File: config.mk
export PLATFORM = sky130hd
export DESIGN_NAME = reg_bus_arbiter
export DESIGN_NICKNAME = d
export VERILOG_FILES = /design/src/rtl/reg_bus_arbiter_pkg.sv /design/src/rtl/reg_bus_arbiter.sv
export SDC_FILE = /design/constraint.sdc
export NUM_CORES = 1
export LEC_CHECK = 0
export CAP_MARGIN = 10
export CORE_MARGIN = 10
export CORE_UTILIZATION = 42
export DETAILED_ROUTE_END_ITERATION = 10
export PLACE_DENSITY_LB_ADDON = 0.12
export SETUP_SLACK_MARGIN = 0.1
export SKIP_LAST_GASP = 1
export SYNTH_ARGS = -nofsm -noshare
export SYNTH_HDL_FRONTEND = slang
export SYNTH_SLANG_ARGS = --single-unit
File: constraint.sdc
create_clock -name ipClk -period 2.67 [get_ports ipClk]
set_input_delay 0.4005 -clock ipClk [delete_from_list [all_inputs] [get_ports ipClk]]
set_output_delay 0.4005 -clock ipClk [all_outputs]
set_load 0.1 [all_outputs]
File: src/rtl/reg_bus_arbiter_pkg.sv
// reg_bus_arbiter_pkg: register-bus request type, arbiter states and read latency shared with Registers
package reg_bus_arbiter_pkg;
  localparam int REG_ADDR_W = 8;
  localparam int REG_DATA_W = 32;
  localparam int REG_RD_LATENCY = 1;
  typedef struct packed {
    logic Wr;
    logic [REG_ADDR_W-1:0] Address;
    logic [REG_DATA_W-1:0] WrData;
  } REG_BUS_REQ;
  typedef enum logic [1:0] {IDLE, ISSUE, WAIT, ACK} ARB_STATE;
endpackage

File: src/rtl/reg_bus_arbiter.sv
// reg_bus_arbiter: round-robin sharing of the Registers bus between UART Control (0) and a local master (1)
module reg_bus_arbiter
  import reg_bus_arbiter_pkg::*;
#(
  parameter int ADDR_W = REG_ADDR_W,
  parameter int DATA_W = REG_DATA_W,
  parameter int RD_LATENCY = REG_RD_LATENCY
) (
  input  logic              ipClk,
  input  logic              ipnReset,
  input  logic              ipReq0,
  input  logic              ipReq1,
  input  logic              ipWr0,
  input  logic              ipWr1,
  input  logic [ADDR_W-1:0] ipAddr0,
  input  logic [ADDR_W-1:0] ipAddr1,
  input  logic [DATA_W-1:0] ipWrData0,
  input  logic [DATA_W-1:0] ipWrData1,
  output logic              opAck0,
  output logic              opAck1,
  output logic [DATA_W-1:0] opRdData0,
  output logic [DATA_W-1:0] opRdData1,
  output logic [ADDR_W-1:0] opAddress,
  output logic [DATA_W-1:0] opWrData,
  output logic              opWrEnable,
  input  logic [DATA_W-1:0] ipRdData,
  output logic              opBusy
);
  localparam logic [2:0] LAT = 3'(RD_LATENCY);
  ARB_STATE state, nextState;
  logic winner, nextWinner, lastServed, latWr, grant, capture;
  logic [2:0] waitCnt;
  always_comb begin
    nextState = state;
    nextWinner = ipReq1 && (!ipReq0 || !lastServed);
    case (state)
      IDLE:    nextState = (ipReq0 || ipReq1) ? ISSUE : IDLE;
      ISSUE:   nextState = latWr ? ACK : WAIT;
      WAIT:    nextState = (waitCnt >= LAT) ? ACK : WAIT;
      default: nextState = IDLE;
    endcase
  end
  assign grant = (state == IDLE) && (nextState == ISSUE);
  // ISSUE is the first counted read cycle; data is sampled at the end of cycle LAT
  assign capture = (state == ISSUE || state == WAIT) && !latWr && (waitCnt == LAT);
  assign opWrEnable = (state == ISSUE) && latWr;
  assign opAck0 = (state == ACK) && !winner;
  assign opAck1 = (state == ACK) && winner;
  assign opBusy = state != IDLE;
  always_ff @(posedge ipClk or negedge ipnReset) begin
    if (!ipnReset) begin
      state <= IDLE;
      winner <= 1'b0;
      lastServed <= 1'b1;
      latWr <= 1'b0;
      waitCnt <= '0;
      opAddress <= '0;
      opWrData <= '0;
      opRdData0 <= '0;
      opRdData1 <= '0;
    end else begin
      state <= nextState;
      if (grant) begin
        winner <= nextWinner;
        latWr <= nextWinner ? ipWr1 : ipWr0;
        opAddress <= nextWinner ? ipAddr1 : ipAddr0;
        opWrData <= nextWinner ? ipWrData1 : ipWrData0;
      end
      waitCnt <= grant ? 3'd1 : (state == ISSUE || state == WAIT) ? waitCnt + 3'd1 : 3'd0;
      if (nextState == ACK && state != ACK) lastServed <= winner;
      if (capture && !winner) opRdData0 <= ipRdData;
      if (capture && winner) opRdData1 <= ipRdData;
    end
  end
endmodule

Word level (Yosys, flattened, before mapping)
Index checks and enable logic that the tools add are counted.
- add/subtract/negate cells: 1
- magnitude comparators: 1
- equality and inequality tests: 7
- muxes and demuxes: 9
- reduce and logical (&&, ||, !) cells: 19
- operator list (kind ; count):
    32-bit two-way mux ; 1
    1-bit logical AND ; 10
    8-bit two-way mux ; 1
    2-bit == test, second input constant ; 3
    3-bit two-way mux ; 2
    2-bit case mux with 3 select lines ; 1
    2-bit by 1-bit == test with 1-bit output, second input constant ; 2
    1-bit logical NOT ; 4
    1-bit two-way mux ; 4
    3-bit by 1-bit adder with 3-bit output, second input constant ; 1
    3-bit by 1-bit == test with 1-bit output, second input constant ; 1
    3-bit by 1-bit >= comparator with 1-bit output, second input constant ; 1
    1-bit logical OR ; 3
    2-bit logical NOT ; 1
    2-bit inequality test, second input constant ; 1
    2-bit nonzero test ; 1
- register bits after elaboration: 112
- logic and storage cells: 46

Logic depth before layout (Yosys ltp)
- depth in word-level cells: 6
- depth in mapped cells: 7
- depth with buffers taken out: 5

Least setup slack after synthesis
No wires, ideal clock.
- path kind: register to output
- from: register state[0]
- to: output opAck0
- data arrival time: 1.897 ns
- slack: 0.373 ns
- stages on the path, launching flop included: 3
- cell sequence: dfrtp_1 > ha_1 > nor2b_1
- word-level cells in the longest chain between the ends: 2
- ends and longest elaborated chain (item ; RTL line ; RTL):
    from (decl) ; reg_bus_arbiter.sv:30 ; ARB_STATE state, nextState;
    from (signal assigned) ; reg_bus_arbiter.sv:62 ; state <= nextState;
    2-bit == test ; reg_bus_arbiter.sv:47 ; assign opAck0 = (state == ACK) && !winner;
    1-bit logical AND ; reg_bus_arbiter.sv:47 ;
    to (decl) ; reg_bus_arbiter.sv:19 ; output logic opAck0,
No other way between the ends.

Worst setup path after layout
- from: register state[0]
- to: register opWrData[1]
- word-level cells in the longest chain between the ends: 4
- ends and longest elaborated chain (item ; RTL line ; RTL):
    2-bit == test, or another cell as far along ; reg_bus_arbiter.sv:36 ; case (state)
    2-bit case mux with 3 select lines * ; reg_bus_arbiter.sv:36 ;
    named net nextState[1] ; reg_bus_arbiter.sv:30 ;
    2-bit by 1-bit == test with 1-bit output * ; reg_bus_arbiter.sv:43 ; assign grant = (state == IDLE) && (nextState == ISSUE);
    1-bit logical AND * ; reg_bus_arbiter.sv:43 ;
    to (signal assigned) ; reg_bus_arbiter.sv:67 ; opWrData <= nextWinner ? ipWrData1 : ipWrData0;
    to (decl) ; reg_bus_arbiter.sv:24 ; output logic [DATA_W-1:0] opWrData,
Mark *: on every way through the listed nets, which the timed path passes. The rest lies on a longest branch.
A chain may end at the register's enable or synchronous reset.

==> out/qor.yml <==
synthToLayoutAreaGrowth_pct: 50.14
drv_cap: 0
rows: 39
io_pins: 226
final_common_cell: "clkdlybuf4s50_1"
cts.reportedPaths.clkPinSlew_ps: 80
grt_pass1_vias: 3758
cts_tree: "done"
worst_pin_slew_ps: 648.5
r2r_start: "state[0]"
worst-r2r-cell-count: 6
route.detailed.drc: 0
critPathLaunchType: "register"
wl_per_cell_um: 19.34
overflow: 0
crit_path_end_kind: "register"
grt.total_usage_pct: 15.52
drive_above_1_share_pct: 52.87
critical_path_class: "reg -> reg"
antenna_cells: 0
die_h_um: 129.0
ys_seq_elements: 112
ys_types: 24
min_period_ps: 2239
crit_arrival_ps: 2460
dr.pass1.iters: 4
relSlewSlack_pct: 56.77
synth_area_per_cell_um2: 16.32
numCtsBuffers: 9
syn_nets: 431
final_cell_mix: "clkdlybuf4s50_1, buf_4, dfrtp_1, mux2_2, mux2_4"
clkSinkCount: 112
synth_flop_cell: "dfrtp_1"
grt_setup_unrepaired: "no"
post-place-ws_ps: 303.2
routed_via_density: 4.879
ctsRootBufferMaster: "clkbuf_16"
setup_viol_count_final: 0
drt.antenna.violating_nets: 0
yosysWarnings: 0
final_util_pct: 65.10
ctsResizeCount: 0
netlist_area_mm2: 0.004994
finalHoldViolCount: 0
cp_data_required_time_ps: 2890
port-buffer-count: 225
period_share_pct: 83.87
grt_pass1_wl_um: 20510
setup_tns_ps: 0
r2r_setup_slack_ps: 430
core_region_area_mm2: 0.01152
fin_ws_ps: 430.7
synthCells: 306
fin_nets: 661
cts_setup_buffers: 0
die-area_mm2: 0.01665
drv_slew: 0
grt_max_degree: 52
yosysSeqAreaShare_pct: 56.15
htreeDepth: 3
ctsHoldBuffers: 0
synth-edff-count: 0
rr_endpoint: "opWrData[1]"
max-clock-path-buffers: 2
outcome: "finished clean"
startpoint: "state[0]"
async_reset_ff_share_pct: 100.0
wirelength_um: 13230
place.gp.congestion: 0.7342
antenna_found_initial: 0
fin_skew_ps: 13.29
vias: 3337
insertion_delay_ps: 340
max_freq_mhz: 446.6
start_util_pct: 43.36
dp_hpwl_um: 10480
crit_fanout: 16
initialDrtViolationCount: 136
die_w_um: 129.0
hold_path_class: "in -> async"
[per-stage QoR]
stage / instance area, um^2 / hold WS [ps] / cells
floorplan: 4994 / 104.9 / 306
global placement: 7183 / 465.1 / 668
detailed placement: 7183 / 471.5 / 668
CTS: 7497 / 97.29 / 684
global route: 7497 / 123.2 / 684
finish: 7497 / 62.00 / 684
[cell type report]
class | instances | area, um^2
clock buffer | 10 | 239.0
clock inverter | 6 | 75.07
fill | 890 | 4019
inverter | 6 | 22.52
multi-input combinational | 173 | 2081
sequential | 112 | 2804
tap | 143 | 178.9
timing repair buffer | 234 | 2097
[worst max-delay path by stage]
stage,endpoint,slack [ps]
2_1_floorplan,opAck0,370
4_1_cts,opWrData[1],420
3_3_place_gp,opAddress[6],370
3_5_place_dp,opAddress[6],300
5_1_grt,opWrData[29],350
6_report,opWrData[1],430
[layer usage]
metal | part of all wire (%) | GRT usage, % | vias up
met4 | 1.1 | 4.281 | 0
met2 | 51 | 27.37 | 130
met1 | 39 | 17.74 | 1648
met3 | 8.3 | 5.016 | 10
met5 | 0 | 0 | -
li1 | - | - | 1549
[Yosys cell counts (all sizes together) (2+ instances only)]
cell type | n | area, um^2
clkbuf | 5 | 18.77
and2 | 2 | 12.51
ha | 7 | 87.58
buf | 10 | 82.57
dfrtp | 111 | 2778
nand2b | 2 | 12.51
nand2 | 2 | 7.510
mux2 | 148 | 1813
nor2b | 3 | 18.77
a311oi | 2 | 35.04
inv | 6 | 22.52
[worst max-delay path: stages (launching register included)]
cell	delay, ps
dfrtp_1	400
inv_1	80
ha_1	380
nand2b_1	210
a311oi_4	370
buf_4	360
mux2_4	330
[logic make-up (layout without fill, tap and decap cells)]
kind of cell	after synthesis	count (layout)	synth area share [%]
multiplexers	148	148	36.31
flip-flops	112	112	56.15
buffers and inverters	21	256	2.480
AND/OR/NAND/NOR	10	10	1.278
adder cells (fa/ha/maj)	7	7	1.754
AO/OA/AOI/OAI	7	7	1.854
XOR/XNOR	1	1	0.1754
[state kept, by name, summed over array words and instances, names as in the netlist]
| register | flops |
|---|---|
| winner | 1 |
| opRdData0 | 32 |
| lastServed | 1 |
| opAddress | 8 |
| opRdData1 | 32 |
| waitCnt | 3 |
| opWrData | 32 |
| state | 2 |
| latWr | 1 |
Power is not shown: default switching activity piles up to over one toggle a cycle in this logic, so the estimate is an artifact.
==> variant, RTL diff (same settings) <==
The 4 states of `ARB_STATE` get a Gray code encoding in 2 bits.
--- a/src/rtl/reg_bus_arbiter_pkg.sv
+++ b/src/rtl/reg_bus_arbiter_pkg.sv
@@ -8,6 +8,6 @@
     logic [REG_ADDR_W-1:0] Address;
     logic [REG_DATA_W-1:0] WrData;
   } REG_BUS_REQ;
-  typedef enum logic [1:0] {IDLE, ISSUE, WAIT, ACK} ARB_STATE;
+  typedef enum logic [1:0] {IDLE = 2'b00, ISSUE = 2'b01, WAIT = 2'b11, ACK = 2'b10} ARB_STATE;
 endpackage
 
Check against the original RTL: same outputs for any inputs over 10 cycles, from zero or initial values and one cycle with ipnReset low; not proved beyond that.
==> variant against the original RTL <==
- wire length shrank 1.7%
- worst setup slack better by 0.37 ns
- cell area shrank 3.8%
- count of clock-buffer cells in the layout down 1
- sequential cell count stayed put
- area after synthesis fell by 4.1%
- first-iteration DRC count down 26%
- register-to-register slack better by 0.42 ns
- non-clock buffer count decreased by 2
- sequential share of layout area grew 1.5 points
Power is not shown: default switching activity piles up to over one toggle a cycle in this logic, so the estimate is an artifact.
==> variant: results (changes against the original RTL) <==
{| class="wikitable"
! Metric !! Value
|-
| Global routing met3 resource utilization || 0.06539 (+0.01523)
|-
| Async set or reset register ratio after synthesis || 1.000 (unchanged)
|-
| Kind of path behind the tightest hold check || reg2reg
|-
| Largest net degree at the start of global routing || 62 (+19%)
|-
| Global routing usage summed across all routing layers || 0.1591 (+0.003945)
|-
| Clock buffers created by TritonCTS || 9 (unchanged)
|-
| Instance count along the most critical hold path || 1
|-
| Count of routing violations after the opening detailed-route iteration || 101 (-26%)
|-
| Top flop regs || opRdData0: 32 flops, opRdData1: 32 flops, opWrData: 32 flops
|-
| Synth cell count leaders || mux2_2 (146), dfrtp_1 (111), buf_6 (11)
|-
| Number of failing setup endpoints in the final timing report || 0 (unchanged)
|-
| Number of antenna violations at the first check in global routing || 0 (unchanged)
|-
| Post-synth net total || 418 (-3.0%)
|-
| Max-cap check violation count || 0 (unchanged)
|-
| Leading post-synthesis cells by cell area || dfrtp_1 (58%), mux2_2 (34%), buf_6 (2.6%), dfstp_2 (0.55%), ha_1 (0.52%)
|-
| Global-route met1 utilization || 0.1799 (+0.002528)
|-
| Final sum of negative setup slack || 0 ns (unchanged)
|-
| Wire length of the first global-routing pass || 20310 um (-1.0%)
|-
| Cell chosen for the clock root || clkbuf_16
|-
| M2 GR Usage || 0.2679 (-0.005743)
|-
| Number of nets in the layout || 645 (-2.4%)
|-
| Number of buffers added for setup after CTS || 0 (unchanged)
|-
| Total number of vias || 3284 (-1.6%)
|-
| Clock edge transition at the registers on the reported setup and hold paths || 0.07 ns
|-
| Share of final-layout standard cells stronger than drive strength 1 || 0.5340 (+0.005312)
|-
| Synthesis warning total || 0 (unchanged)
|-
| Cell type of the slowest stage on the worst timing path || dfrtp_1
|-
| Crit path largest cell delay || 0.47 ns (+0.07 ns)
|-
| Data arrival at the endpoint of the critical path || 1.47 ns (-0.99 ns)
|-
| Clock latency on the worst-skew pair || 0.34 ns (about the same)
|-
| Placer's final routability congestion estimate || 0.7421 (+1.1%)
|-
| Relative slew margins || 0.6878 (+0.1201)
|-
| Detailed-route wire length || 13000 um (-1.7%)
|-
| Kind of cell adding the most delay to the critical path || flip-flops
|-
| Via count of the first global-routing pass || 3593 (-4.4%)
|-
| Post-DP Area || 6895 um2 (-4.0%)
|-
| Outcome || finished clean
|-
| Share of the yosys chip area belonging to registers || 0.5856 (+0.02406)
|-
| Number of optimization iterations in the first detailed-route pass || 4 (unchanged)
|-
| Number of distinct standard cells referenced by the synthesized netlist || 24 (unchanged)
|-
| Worst slack, placed || 0.5210 ns (+0.2178 ns)
|-
| Final worst clock skew || 0.003728 ns (-0.009564 ns)
|-
| Count of cells along the worst register-to-register path || 4 (-2)
|-
| Count of antenna diodes in the layout || 0 (unchanged)
|-
| HPWL after detailed placement || 10000 um (-4.5%)
|-
| Clock H-tree levels || 3 (unchanged)
|-
| Critical-path maximum fanout || 8 (-8)
|-
| Maximum buffer depth of the clock tree || 2 (unchanged)
|}
-- variant: timing repair --
action	4_1_cts	5_1_grt
resized for setup	0	0
hold buffers	1	0
hold endpoints to repair	26	0
-- variant: logic make-up after synthesis --
| group | share of synthesized area |
|---|---|
| buf+inv | 0.03240 |
| flops | 0.5856 |
| mux | 0.3481 |
| fa+ha+maj | 0.005225 |
| compound gates | 0.007840 |
| simple gates | 0.01908 |
| xor+xnor | 0.001829 |
-- variant: cell type report --
| cell class | instances | area (um2) |
|---|---|---|
| multi-input combinational | 168 | 1847 |
| fill | 845 | 3774 |
| timing repair buffer | 232 | 2072 |
| tap | 140 | 175.2 |
| sequential | 112 | 2804 |
| clock inverter | 7 | 78.83 |
| inverter | 2 | 7.507 |
| clock buffer | 9 | 225.2 |
-- variant: final timing paths --
kind	from	to	slack [ns]
min in group asynchronous	ipnReset	opRdData1[7]	0.52
hold reg to reg	opRdData0[6]	opRdData0[6]	0.49
max in group asynchronous	ipnReset	lastServed	1.44
setup reg to reg	state[0]	opWrData[30]	0.85
setup / recovery	state[0]	opWrEnable	0.80
hold / removal	opRdData0[6]	opRdData0[6]	0.49
-- variant: metal layers --
metal / up-vias / wire [um]
met5: - / 0
met4: 0 / 122
met3: 8 / 1213
met2: 127 / 6555
met1: 1621 / 5108
li1: 1528 / -
-- variant: stage by stage --
stage	instances	utilization
6_report	670	0.6564
3_5_place_dp	653	0.6278
4_1_cts	670	0.6564
2_1_floorplan	298	-
5_1_grt	670	0.6564
3_3_place_gp	653	0.6278
